===== config.mk =====
export PLATFORM = sky130hd
export DESIGN_NAME = vit_act_div_24s_8ns_16
export DESIGN_NICKNAME = d
export VERILOG_FILES = /design/src/rtl/vit_act_pkg.sv /design/src/rtl/vit_act_div_step.sv /design/src/rtl/vit_act_div_24s_8ns_16.sv
export SDC_FILE = /design/constraint.sdc
export NUM_CORES = 1
export LEC_CHECK = 0
export CAP_MARGIN = 20
export CORE_UTILIZATION = 59
export CTS_BUF_LIST = sky130_fd_sc_hd__clkbuf_16
export CTS_CLUSTER_SIZE = 24
export DETAILED_ROUTE_END_ITERATION = 7
export PLACE_DENSITY = 0.85
export SLEW_MARGIN = 10
export SYNTH_ARGS = -nofsm -noshare
export SYNTH_HDL_FRONTEND = slang
export SYNTH_SLANG_ARGS = --single-unit

===== constraint.sdc =====
create_clock -name clk -period 4.6 [get_ports clk]
set_clock_uncertainty 0.1 [all_clocks]
set_input_delay 0.46 -clock clk [delete_from_list [all_inputs] [get_ports clk]]
set_output_delay 0.46 -clock clk [all_outputs]
set_load 0.02 [all_outputs]

===== src/rtl/vit_act_pkg.sv =====
// Shared types and constants for the ViT activation requantization divider.
package vit_act_pkg;

  typedef enum logic [1:0] {
    StIdle,
    StCalc,
    StFix,
    StDone
  } state_e;

  localparam int QUOT_MAX = 32767;
  localparam int QUOT_MIN = -32768;

  // Bits needed to hold values 0 .. v-1.
  function automatic int unsigned clog2(input int unsigned v);
    int unsigned r;
    r = 0;
    for (int unsigned i = 0; i < 31; i++) begin
      if ((32'd1 << i) < v) r = i + 1;
    end
    return r;
  endfunction

endpackage


===== src/rtl/vit_act_div_step.sv =====
// One radix-2 restoring division iteration: shift in a dividend bit, compare, subtract.
module vit_act_div_step #(
  parameter int unsigned DIVISOR_W = 8
) (
  input  logic [DIVISOR_W:0]   rem_i,
  input  logic                 bit_i,
  input  logic [DIVISOR_W-1:0] divisor_i,
  output logic [DIVISOR_W:0]   rem_o,
  output logic                 q_o
);

  logic [DIVISOR_W+1:0] shifted;
  logic [DIVISOR_W+1:0] div_ext;

  assign shifted = {rem_i, bit_i};
  assign div_ext = {2'b00, divisor_i};

  always_comb begin
    q_o   = (shifted >= div_ext);
    // The running remainder stays below the divisor, so the top bit can be dropped.
    rem_o = (DIVISOR_W + 1)'(q_o ? (shifted - div_ext) : shifted);
  end

endmodule


===== src/rtl/vit_act_div_24s_8ns_16.sv =====
// Iterative signed/unsigned divider with saturated signed quotient.
// Optional build macro: VIT_ACT_DIV_ROUND_NEAREST_EN (round half away from zero).
module vit_act_div_24s_8ns_16
  import vit_act_pkg::*;
#(
  parameter int unsigned DIVIDEND_W = 24,
  parameter int unsigned DIVISOR_W  = 8,
  parameter int unsigned QUOT_W     = 16
) (
  input  logic                  clk,
  input  logic                  reset,
  input  logic                  ce,
  input  logic                  in_valid,
  output logic                  in_ready,
  input  logic [DIVIDEND_W-1:0] dividend,
  input  logic [DIVISOR_W-1:0]  divisor,
  output logic                  out_valid,
  input  logic                  out_ready,
  output logic [QUOT_W-1:0]     quot,
  output logic [DIVISOR_W:0]    rem,
  output logic                  ovf,
  output logic                  dz
);

  localparam int unsigned CntW = clog2(DIVIDEND_W + 1);
  localparam logic [DIVIDEND_W:0] MaxMag =
    (DIVIDEND_W + 1)'((64'd1 << (QUOT_W - 1)) - 64'd1);
  localparam logic [DIVIDEND_W:0] MinMag = MaxMag + (DIVIDEND_W + 1)'(1);
  localparam logic [QUOT_W-1:0] QuotMax = {1'b0, {(QUOT_W - 1){1'b1}}};
  localparam logic [QUOT_W-1:0] QuotMin = {1'b1, {(QUOT_W - 1){1'b0}}};

  state_e                state_q, state_d;
  logic [CntW-1:0]       cnt_q, cnt_d;
  logic [DIVIDEND_W-1:0] mag_q, mag_d;
  logic [DIVISOR_W:0]    prem_q, prem_d;
  logic                  neg_q, neg_d;
  logic [DIVISOR_W-1:0]  div_q, div_d;
  logic [QUOT_W-1:0]     quot_q, quot_d;
  logic [DIVISOR_W:0]    rem_q, rem_d;
  logic                  ovf_q, ovf_d;
  logic                  dz_q, dz_d;

  logic [DIVISOR_W:0]    step_rem;
  logic                  step_q;
  logic [DIVIDEND_W:0]   qmag;

  vit_act_div_step #(
    .DIVISOR_W(DIVISOR_W)
  ) u_step (
    .rem_i    (prem_q),
    .bit_i    (mag_q[DIVIDEND_W-1]),
    .divisor_i(div_q),
    .rem_o    (step_rem),
    .q_o      (step_q)
  );

  always_comb begin
    state_d = state_q;
    cnt_d   = cnt_q;
    mag_d   = mag_q;
    prem_d  = prem_q;
    neg_d   = neg_q;
    div_d   = div_q;
    quot_d  = quot_q;
    rem_d   = rem_q;
    ovf_d   = ovf_q;
    dz_d    = dz_q;
    qmag    = {1'b0, mag_q};

`ifdef VIT_ACT_DIV_ROUND_NEAREST_EN
    if ({prem_q, 1'b0} >= {2'b00, div_q}) qmag = qmag + (DIVIDEND_W + 1)'(1);
`endif

    case (state_q)
      StIdle: begin
        if (in_valid) begin
          neg_d   = dividend[DIVIDEND_W-1];
          // Magnitude is unsigned so that |-2^(W-1)| fits.
          mag_d   = dividend[DIVIDEND_W-1] ? -dividend : dividend;
          div_d   = divisor;
          prem_d  = '0;
          cnt_d   = '0;
          state_d = StCalc;
        end
      end
      StCalc: begin
        prem_d = step_rem;
        mag_d  = {mag_q[DIVIDEND_W-2:0], step_q};
        cnt_d  = cnt_q + CntW'(1);
        if (cnt_q == CntW'(DIVIDEND_W - 1)) state_d = StFix;
      end
      StFix: begin
        if (div_q == '0) begin
          quot_d = neg_q ? QuotMin : QuotMax;
          rem_d  = '0;
          ovf_d  = 1'b0;
          dz_d   = 1'b1;
        end else begin
          dz_d  = 1'b0;
          rem_d = neg_q ? -prem_q : prem_q;
          if (!neg_q && (qmag > MaxMag)) begin
            quot_d = QuotMax;
            ovf_d  = 1'b1;
          end else if (neg_q && (qmag > MinMag)) begin
            quot_d = QuotMin;
            ovf_d  = 1'b1;
          end else begin
            quot_d = neg_q ? -qmag[QUOT_W-1:0] : qmag[QUOT_W-1:0];
            ovf_d  = 1'b0;
          end
        end
        state_d = StDone;
      end
      StDone: begin
        if (out_ready) state_d = StIdle;
      end
      default: state_d = StIdle;
    endcase
  end

  always_ff @(posedge clk) begin
    if (!reset) begin
      state_q <= StIdle;
      cnt_q   <= '0;
      mag_q   <= '0;
      prem_q  <= '0;
      neg_q   <= 1'b0;
      div_q   <= '0;
      quot_q  <= '0;
      rem_q   <= '0;
      ovf_q   <= 1'b0;
      dz_q    <= 1'b0;
    end else if (ce) begin
      state_q <= state_d;
      cnt_q   <= cnt_d;
      mag_q   <= mag_d;
      prem_q  <= prem_d;
      neg_q   <= neg_d;
      div_q   <= div_d;
      quot_q  <= quot_d;
      rem_q   <= rem_d;
      ovf_q   <= ovf_d;
      dz_q    <= dz_d;
    end
  end

  assign in_ready  = (state_q == StIdle);
  assign out_valid = (state_q == StDone);
  assign quot      = quot_q;
  assign rem       = rem_q;
  assign ovf       = ovf_q;
  assign dz        = dz_q;

endmodule


After elaboration in Yosys (flattened, before gate mapping)
Index checks and enable logic that the tools add are counted.
W data, S select, Z words.
{"block": "word_totals", "regBits": 76, "out_inout_bits": 29, "elab_cells": 58, "input_bits": 37}
{"block": "classes", "reduce_logical": 10, "magnitude_cmp": 3, "n_addsub": 5, "eq_ne": 7, "muxes": 23}
{"op": "$mux W16", "count": 5}
{"op": "$mux W24", "count": 2}
{"op": "$pmux W24 S2", "count": 1}
{"op": "$mux W9", "count": 4}
{"op": "$gt A24 B15 Y1 const B", "count": 1}
{"op": "$gt A24 B16 Y1 const B", "count": 1}
{"op": "$neg A24 Y24", "count": 1}
{"op": "$pmux W9 S2", "count": 1}
{"op": "$neg A16 Y16", "count": 1}
{"op": "$ge A10 B8 Y1", "count": 1}
{"op": "$pmux W5 S2", "count": 1}
{"op": "$neg A9 Y9", "count": 1}
{"op": "$sub A9 B8 Y9", "count": 1}
{"op": "$logic_not A8 Y1", "count": 1}
{"op": "$pmux W2 S4", "count": 1}
{"op": "$mux W2", "count": 3}
{"op": "$reduce_and A3 Y1", "count": 2}
{"op": "$add A5 B1 Y5 const B", "count": 1}
{"op": "$eq A5 B5 Y1 const B", "count": 1}
{"op": "$mux W5", "count": 1}
{"op": "$eq A2 B2 Y1 const B", "count": 2}
{"op": "$mux W1", "count": 4}
{"op": "$ne A2 B2 Y1 const B", "count": 2}
{"op": "$reduce_and A4 Y1", "count": 1}
{"op": "other kinds (7)", "count": 8}

Logic depth before layout (Yosys ltp)
{"block": "depth", "word_depth": 5, "depth_mapped": 9, "ltp_nobuf": 9}

Hierarchy
From an unflattened synthesis, not the netlist that was laid out.
{"block": "unflattened", "cells_unflattened": 620, "hier_area_um2": 4885.9}
{"mod": "vit_act_div_24s_8ns_16", "area_each_um2": 4362.9, "n_inst": 1, "cells_per_inst": 545, "seq_area_each_um2": 1521.5}
{"mod": "vit_act_div_step", "area_each_um2": 523.0, "n_inst": 1, "cells_per_inst": 75, "seq_area_each_um2": 0.0}

Worst setup path before layout
No wires, ideal clock.
{"block": "synth_timing", "kind": "in2reg", "start": "input port dividend[18]", "end": "register mag_q[23]", "cell_stages": 5, "t_required_ns": 4.430, "slack_ns": 2.185, "arrival_time_ns": 2.244, "setup_time_ns": 0.070, "path_buffers": 0, "path_cell_list": "or3_1 > or4_4 > or4_4 > or4_1 > a21oi_1"}
{"block": "synth_between", "elab_chain_len": 4}
{"item": "start, declared", "line_no": "vit_act_div_24s_8ns_16.sv:15", "text": "input logic [DIVIDEND_W-1:0] dividend,"}
{"item": "$neg A24 Y24", "line_no": "vit_act_div_24s_8ns_16.sv:79", "text": "mag_d = dividend[DIVIDEND_W-1] ? -dividend : dividend;"}
{"item": "$mux W24", "line_no": "vit_act_div_24s_8ns_16.sv:79"}
{"item": "$mux W24", "line_no": "vit_act_div_24s_8ns_16.sv:76", "text": "if (in_valid) begin"}
{"item": "$pmux W24 S2", "line_no": "vit_act_div_24s_8ns_16.sv:74", "text": "case (state_q)"}
{"item": "end signal, assigned", "line_no": "vit_act_div_24s_8ns_16.sv:136", "text": "mag_q <= mag_d;"}
{"item": "end, declared", "line_no": "vit_act_div_24s_8ns_16.sv:34", "text": "logic [DIVIDEND_W-1:0] mag_q, mag_d;"}
No other way between the ends. The select of a mux whose other input is x is not followed.
A chain may end at the register's enable or synchronous reset.

Final worst setup path
{"block": "layout_timing", "start": "input port dividend[4]", "end": "register mag_q[23]"}
The elaborated chain is that of the path after synthesis.

==> flow_summary.ini <==
[clocking]
clock_latency_ps = 330
post_cts_buffers = 0
cts_hold_buf = 0
cts_buffers = 9
cts_sinks = 76
cts_buffer_depth = 2
cts_resized = 0
cts-root-buf = clkbuf_16
clkSlewWorstSetupHoldPaths_ps = 60
h-tree-depth = 3
cts_tree = yes

[critical_path]
crit_chain = clkdlybuf4s50_1, nor4_4, nand4_1, or4_4, or4_1, a21oi_1
startpoint_type = input port
worst-path-buf-inv = 1
worstPathRequired_ps = 4750
reg2reg_depth = 9
slowest_stage = nor4_4
cp.arrival_ps = 3020
end_kind = flop
cp-endpoint = mag_q[23]$_SDFFE_PN0P_
worstSetupPathDepth = 6
regToRegSetupSlack_ps = 1780
cp_max_fo = 9
critPathLaunch = dividend[4]
crit_type = input port to flop
rr_startpoint = state_q[1]$_SDFFE_PN0P_
path_delay_family = simple AND/OR/NAND/NOR gates
cpPeakStageDelay_ps = 570
reg2reg_to = mag_q[20]$_SDFFE_PN0P_

[power_and_ir_drop]
p_leak_nw = 2.08
max-vdd-ir-drop_uv = 210
power.total_mw = 1.90
p_per_area_nw_per_um2 = 336

[synth]
syn_area_um2 = 4610
syn-num-nets = 627
synth-simple-area-share = 0.225
synth-edff-count = 0
synth_xor_area_frac = 0.0722
muxShareOfSynthArea = 0.0222
synth_fa_ha_area_frac = 0.0477
synth_top_flop_cell = dfxtp_1
synthCells = 573
synth_sequential_area_ratio = 0.330
synth-compound-area-share = 0.259
synth_top_family_by_area = compound AO/OA/AOI/OAI gates
yosys_warnings = 0
synth_cell_type_count = 68
avgSynthCellArea_um2 = 8.05
synth_seq_cells = 76
synthArstFlopShare = 0

[route]
drt_iter0_drc = 359
drcViolationCount = 0
finalWirelength_mm = 12.3
vias = 4671
wire_per_inst_um = 16.8
viasPerCell = 6.36
firstDrtPassIters = 6
drtAntennaViolNets = 0

[floorplanning]
rows = 31
core_um2 = 7410
dieArea_um2 = 8170
die_h_um = 90.4
die_x_um = 90.4
io_pins = 66
start_util = 0.623

[sta]
fin_crit_sh = 0.623
timing.slew.headroom = 0.397
period_needed_ps = 2870
fmax_ghz = 0.349
finalMaxSlewViolations = 0
max_slew.worst_pin.slew_ps = 904
setup_tns_ps = 0
hold_viol = 0
rsz0062_at_grt = no
setup_violations = 0

[run]
maxCapViolCount = 0

[layout]
area_delta_synth_final_pct = 22.8
final_nets = 684
drive_gt1_frac = 0.0567
antenna_cells = 0
final_cell_mix = 76 x dfxtp_1, 65 x clkdlybuf4s50_1, 60 x nand2_1
layout_commonest_cell = dfxtp_1

[global_route]
grt_overflow = 0
first_global_vias = 4243
grt_usage = 0.310
antenna_found_initial = 0
grt_max_degree = 42
grt_first_pass_wirelength_mm = 20.6

[worst_hold_path]
hp-class = flop to flop
hold_depth = 2

[placed_design]
port_buffers = 65
dpl.hpwl_mm = 8.94
gp_congestion = 0.969

[status]
status = complete, no violations
[layer usage]
metal | share of wire | track usage
met3 | 0.065 | 0.0412
met5 | 0 | 0
met1 | 0.44 | 0.407
met2 | 0.46 | 0.510
met4 | 0.028 | 0.133
[per-stage QoR]
step	std cells	util	cell area, um2	hold WS [ps]	setup slack [ps]
after floorplan	573	-	4610	342	2190
after global placement	717	0.720	5340	345	1540
after detailed placement	717	0.720	5340	354	1460
after CTS	733	0.763	5650	363	1760
after global routing	734	0.764	5660	414	1610
final	734	0.764	5660	363	1730
[state kept, by name (all words and copies together), names as in the netlist]
name     cells
mag_q       24
prem_q       9
cnt_q        5
dz           1
rem          9
neg_q        1
ovf          1
state_q      2
div_q        8
quot        16
[worst min-delay path by stage]
stage,endpoint,from
after floorplan,mag_q[17]$_SDFFE_PN0P_,mag_q[17]$_SDFFE_PN0P_
after global placement,rem[2]$_SDFFE_PN0P_,rem[2]$_SDFFE_PN0P_
after detailed placement,ovf$_SDFFE_PN0P_,ovf$_SDFFE_PN0P_
after CTS,ovf$_SDFFE_PN0P_,ovf$_SDFFE_PN0P_
after global routing,rem[2]$_SDFFE_PN0P_,rem[2]$_SDFFE_PN0P_
final,ovf$_SDFFE_PN0P_,ovf$_SDFFE_PN0P_
[worst reg2reg max path, cell delays in order (launching register included)]
cell     delay [ps]
dfxtp_1         370
inv_1            70
ha_1            170
buf_4           240
mux2_1          340
and2_1          370
nor2_1          560
buf_4           320
a22oi_1         120
o21ai_1          90
[cell families (layout without fill, tap and decap cells)]
logic type               Yosys count  after routing
AO/OA/AOI/OAI                    172            172
XOR/XNOR                          38             38
adder cells (fa/ha/maj)           17             17
buffers and inverters             54            116
flip-flops                        76             76
multiplexers                      10             10
AND/OR/NAND/NOR                  206            206
[where the power goes]
part / internal [mW] / switching (mW) / leakage, nW
sequential: 0.688 / 0.0381 / 0.616
combinational: 0.181 / 0.251 / 1.31
clock: 0.472 / 0.273 / 0.153
total: 1.34 / 0.562 / 2.08
[cell usage after synthesis (10+ instances only)]
cell,number,area share
xnor2_1,27,0.051
xor2_1,11,0.021
or4_1,10,0.016
inv_1,24,0.020
a21oi_1,24,0.026
o21ai_0,28,0.030
dfxtp_1,76,0.33
nor2_1,56,0.046
clkbuf_1,24,0.020
o31ai_1,16,0.026
or3_1,10,0.014
a22oi_1,12,0.020
ha_1,16,0.043
nand2_1,60,0.049
nand3_1,20,0.022
nand4_1,11,0.015
o22ai_1,15,0.020
[cell type report]
class                   count  area, um2
repair buffers             73        711
clock buffers               9        225
well taps                  99        124
fillers                   533       1750
multi-input cells         443       2890
clock inverters             7       92.6
inverters                  27        101
flip-flops and latches     76       1520
Note: power is estimated with default switching activity, not from simulation.
